**src/rtl/demux2_32b_buf.sv**
```systemverilog
// demux2_32b_buf: 1-to-2 demultiplexer with an independent DEPTH-entry FIFO per output.
// in_rdy depends only on in_sel and the registered occupancy of the selected FIFO,
// so a full FIFO never stalls traffic bound for the other output.
// Optional macro DEMUX2_32B_BUF_CNT_EN adds 16-bit per-output dequeue counters cnt0/cnt1.
module demux2_32b_buf #(
  parameter int unsigned DEPTH = 2
) (
  input  logic        clk,
  input  logic        rst,
  input  logic        in_val,
  output logic        in_rdy,
  input  logic        in_sel,
  input  logic [31:0] in_msg,
  output logic        out0_val,
  input  logic        out0_rdy,
  output logic [31:0] out0_msg,
  output logic        out1_val,
  input  logic        out1_rdy,
  output logic [31:0] out1_msg
`ifdef DEMUX2_32B_BUF_CNT_EN
  ,
  output logic [15:0] cnt0,
  output logic [15:0] cnt1
`endif
);

  localparam int unsigned PtrW = $clog2(DEPTH);
  localparam int unsigned CntW = $clog2(DEPTH + 1);

  logic [PtrW-1:0] rd_ptr_q [2];
  logic [PtrW-1:0] wr_ptr_q [2];
  logic [CntW-1:0] cnt_q    [2];
  logic [31:0]     mem_q    [2][DEPTH];

  logic [1:0] not_full;
  logic [1:0] val;
  logic [1:0] out_rdy;
  logic [1:0] enq;
  logic [1:0] deq;

  assign out_rdy = {out1_rdy, out0_rdy};

  // Handshake decode: ready/valid from registered counts only, one enqueue target per cycle.
  always_comb begin
    not_full = '0;
    val      = '0;
    enq      = '0;
    deq      = '0;
    for (int i = 0; i < 2; i++) begin
      not_full[i] = cnt_q[i] < CntW'(DEPTH);
      val[i]      = cnt_q[i] != '0;
      deq[i]      = val[i] & out_rdy[i];
    end
    in_rdy      = not_full[in_sel];
    enq[in_sel] = in_val & in_rdy;
  end

  // Output heads; an empty FIFO presents zero rather than stale storage.
  always_comb begin
    out0_val = val[0];
    out1_val = val[1];
    out0_msg = val[0] ? mem_q[0][rd_ptr_q[0]] : 32'h0;
    out1_msg = val[1] ? mem_q[1][rd_ptr_q[1]] : 32'h0;
  end

  // Pointer and occupancy update; DEPTH is a power of two so pointers wrap naturally.
  always_ff @(posedge clk or posedge rst) begin
    if (rst) begin
      for (int i = 0; i < 2; i++) begin
        rd_ptr_q[i] <= '0;
        wr_ptr_q[i] <= '0;
        cnt_q[i]    <= '0;
      end
    end else begin
      for (int i = 0; i < 2; i++) begin
        if (enq[i]) wr_ptr_q[i] <= wr_ptr_q[i] + 1'b1;
        if (deq[i]) rd_ptr_q[i] <= rd_ptr_q[i] + 1'b1;
        if (enq[i] && !deq[i]) begin
          cnt_q[i] <= cnt_q[i] + 1'b1;
        end else if (deq[i] && !enq[i]) begin
          cnt_q[i] <= cnt_q[i] - 1'b1;
        end
      end
    end
  end

  // Storage write; contents are don't-care after reset since pointers and counts clear.
  always_ff @(posedge clk) begin
    for (int i = 0; i < 2; i++) begin
      if (enq[i]) mem_q[i][wr_ptr_q[i]] <= in_msg;
    end
  end

`ifdef DEMUX2_32B_BUF_CNT_EN
  logic [15:0] dcnt_q [2];

  // Completed-dequeue counters, wrapping at 16 bits.
  always_ff @(posedge clk or posedge rst) begin
    if (rst) begin
      dcnt_q[0] <= '0;
      dcnt_q[1] <= '0;
    end else begin
      for (int i = 0; i < 2; i++) begin
        if (deq[i]) dcnt_q[i] <= dcnt_q[i] + 16'd1;
      end
    end
  end

  assign cnt0 = dcnt_q[0];
  assign cnt1 = dcnt_q[1];
`endif

endmodule

```
**config.mk**
```make
export PLATFORM = sky130hd
export DESIGN_NAME = demux2_32b_buf
export DESIGN_NICKNAME = d
export VERILOG_FILES = /design/src/rtl/demux2_32b_buf.sv
export SDC_FILE = /design/constraint.sdc
export NUM_CORES = 1
export LEC_CHECK = 0
export CORE_MARGIN = 4
export CORE_UTILIZATION = 45
export CTS_CLUSTER_DIAMETER = 80
export DETAILED_ROUTE_END_ITERATION = 8
export MAX_ROUTING_LAYER = met4
export PLACE_DENSITY = 0.71
export SYNTH_ARGS = -nofsm -noshare
export SYNTH_HDL_FRONTEND = slang
export SYNTH_SLANG_ARGS = --single-unit
```
**constraint.sdc**
```tcl
create_clock -name clk -period 4.2 [get_ports clk]
set_input_delay 0.84 -clock clk [delete_from_list [all_inputs] [get_ports clk]]
set_output_delay 0.84 -clock clk [all_outputs]
set_load 0.02 [all_outputs]
```
==> results.yml <==
status:
  status: "complete, no violations"
finish:
  fillCellCount: 880
  n_antenna_cell: 0
  syn_to_final_growth_pct: 32.7
  layoutNonFillerInstCount: 577
  drive_above_1_share: 0.111
  nets: 461
yosys:
  netlist_area_um2: 5300
  synthDominantAreaCellType: "edfxtp_1"
  synth-seq-cells: 136
  netlist_instances: 307
  synth-seq-area-share: 0.763
  post_synth_main_area_contributors: "edfxtp_1, mux2i_1, nor2_1"
  yosysWarningCount: 0
  syn_area_per_cell_um2: 17.3
  synth_cell_types: 22
  synth_top_cell_area_share: 0.726
  synth_fp_nets: 347
pwr:
  powerDensity_nw_per_um2: 747
  vdd.ir_drop.worst_v: 0.000431
  static-leakage-power_uw: 0.00259
cts:
  holdBufCountCts: 0
  ctsHtreeMaxLevel: 4
  clk_latency_ns: 0.41
  cts.reportedPaths.clkPinSlew_ns: 0.05
  cts_made_buffers: 17
  tritoncts: "built"
  numClockSinks: 136
  post_cts_resized: 0
  cts-root-to-sink-buffers: 2
  post_cts_buffers: 0
  clock_tree.root_cell: "clkbuf_16"
global_routing:
  groute.usage.overall: 0.161
  largest_net_degree_at_the_start_of_global_routing: 34
  via_count_of_the_first_global_routing_pass: 2892
  antenna_violations_before_repair: 0
  grt_first_pass_wirelength_mm: 15.4
  grt-ovfl-total: 0
timing:
  final-hold-violation-count: 0
  worst-slew-pin-transition_ns: 0.904
  final_min_period_over_clock_period: 0.779
  fin_crit_ns: 3.27
  unrepaired_setup_endpoints_after_global_routing: "false"
  fmaxAchievable_ghz: 0.306
  slew_headroom: 0.397
  finalClockSkew_ns: 0.0106
  slew_violations: 0
  finalSetupViolations: 0
  setup_tns_ns: 0
floorplan:
  die_height_um: 117
  dieWidth_um: 117
  placeableCoreArea_um2: 11500
  fp.dieArea_um2: 13600
  floorplan.io_pins: 105
  row_count: 39
  floorplan.initialDensity: 0.462
detailed_routing:
  detail_route.vias_per_cell: 4.93
  drt-initial-drc-count: 143
  drt_pass1_iterations: 5
  via_count: 2844
  wl_mm: 9.85
  detail_route.wl_per_cell_um: 17.1
  antenna_violating_nets_post_route: 0
  drc: 0
min_path:
  hp-class: "register to register"
critical_path:
  crit_path_start_kind: "register"
  timing.reg2reg.worst_path_depth: 7
  critical_path_peak_fanout: 17
  crit_arrival_ns: 2.43
  endpoint_kind_of_the_worst_setup_timing_path: "primary output"
  critical_path.reg2reg.endpoint: "cnt_q[1]"
  endpoint: "out0_msg[6]"
  worst-r2r-setup-slack_ns: 2.16
  cp.required_ns: 3.36
  critPathKind: "register to primary output"
  worst_r2r_startpoint: "cnt_q[1]"
  worst_setup_path_startpoint: "rd_ptr_q[1]"
placed_design:
  routabilityCongestion: 0.723
  numPortBuffers: 104
  dp_hpwl_mm: 6.04
  placed_cells: 545
run:
  timing.max_cap.violations: 0
-- per-stage QoR --
step	util	setup slack (ns)	power, µW	hold slack (ns)	cell area, µm²
floorplan	-	0.625	3020	0.455	5300
global placement	0.562	1.14	3830	0.492	6440
detailed placement	0.562	1.12	3860	0.504	6440
CTS	0.613	0.888	5320	0.516	7030
global route	0.613	0.798	5520	0.538	7030
finish	0.613	0.928	5250	0.511	7030
-- cell usage after synthesis, drive strengths merged --
library cell	number
nand2	3
ha	2
mux2i	65
and2	2
nor2b	1
nor2	69
xor2	6
inv	3
nor3b	1
edfxtp	128
dfrtp	8
nor3	1
buf	14
xnor2	4
-- registers in the layout (all words and copies together), names as in the netlist --
signal and count:
mem_q 128, cnt_q 4, wr_ptr_q 2, rd_ptr_q 2
-- how the worst min path moves through the flow --
| stage | from | end | depth (start not counted) |
|---|---|---|---|
| after global routing | wr_ptr_q[0] | wr_ptr_q[0] | 1 |
| after floorplan | wr_ptr_q[1] | wr_ptr_q[1] | 1 |
| final | wr_ptr_q[0] | wr_ptr_q[0] | 1 |
| after detailed placement | wr_ptr_q[0] | wr_ptr_q[0] | 1 |
| after global placement | wr_ptr_q[0] | wr_ptr_q[0] | 1 |
| after CTS | wr_ptr_q[0] | wr_ptr_q[0] | 1 |
-- power by group --
group	internal [µW]	total, µW	switching (µW)
clock	927	1450	526
combinational	913	1970	1060
sequential	1670	1830	162
total	3510	5250	1740
-- kinds of logic after synthesis --
| group | count (synthesis) | synth area share |
|---|---|---|
| xor+xnor | 10 | 0.0180 |
| fa+ha+maj | 2 | 0.00472 |
| buf+inv | 17 | 0.0269 |
| flops | 136 | 0.763 |
| mux | 65 | 0.123 |
| simple gates | 77 | 0.0642 |
-- worst max-delay path, stage by stage (launching register included) --
cell and delay [ns]:
dfrtp_2 0.70, buf_4 0.41, mux2i_1 0.24, nor2_1 0.07, clkdlybuf4s50_1 0.59
-- layout by cell type, fill, tap and decap left out, types with 3 or more instances in the layout --
cell / synthesis / layout
edfxtp_1: 128 / 128
clkdlybuf4s50_1: 0 / 104
nor2_1: 66 / 66
mux2i_1: 65 / 65
clkbuf_16: 0 / 17
xor2_1: 6 / 6
dfrtp_1: 8 / 6
buf_4: 2 / 5
clkinvlp_4: 0 / 4
xnor2_1: 3 / 3
bufinv_16: 0 / 3
-- area by class of cell --
class	count	area, µm²	share of cell area
tap	143	179	0.0255
clock buffer	19	433	0.0616
clock inverter	13	155	0.0221
multi-input combinational	154	1130	0.160
inverter	3	11.3	0.00160
sequential	136	4050	0.576
timing repair buffer	109	1080	0.153
-- layer usage --
layer	GRT usage	vias to the layer above	wire (µm)
li1	-	1355	-
met1	0.199	1393	4360
met2	0.257	90	4910
met3	0.0446	6	521
met4	0.0534	0	65
met5	-	-	0
No activity file was read; power rests on OpenSTA's default activity.
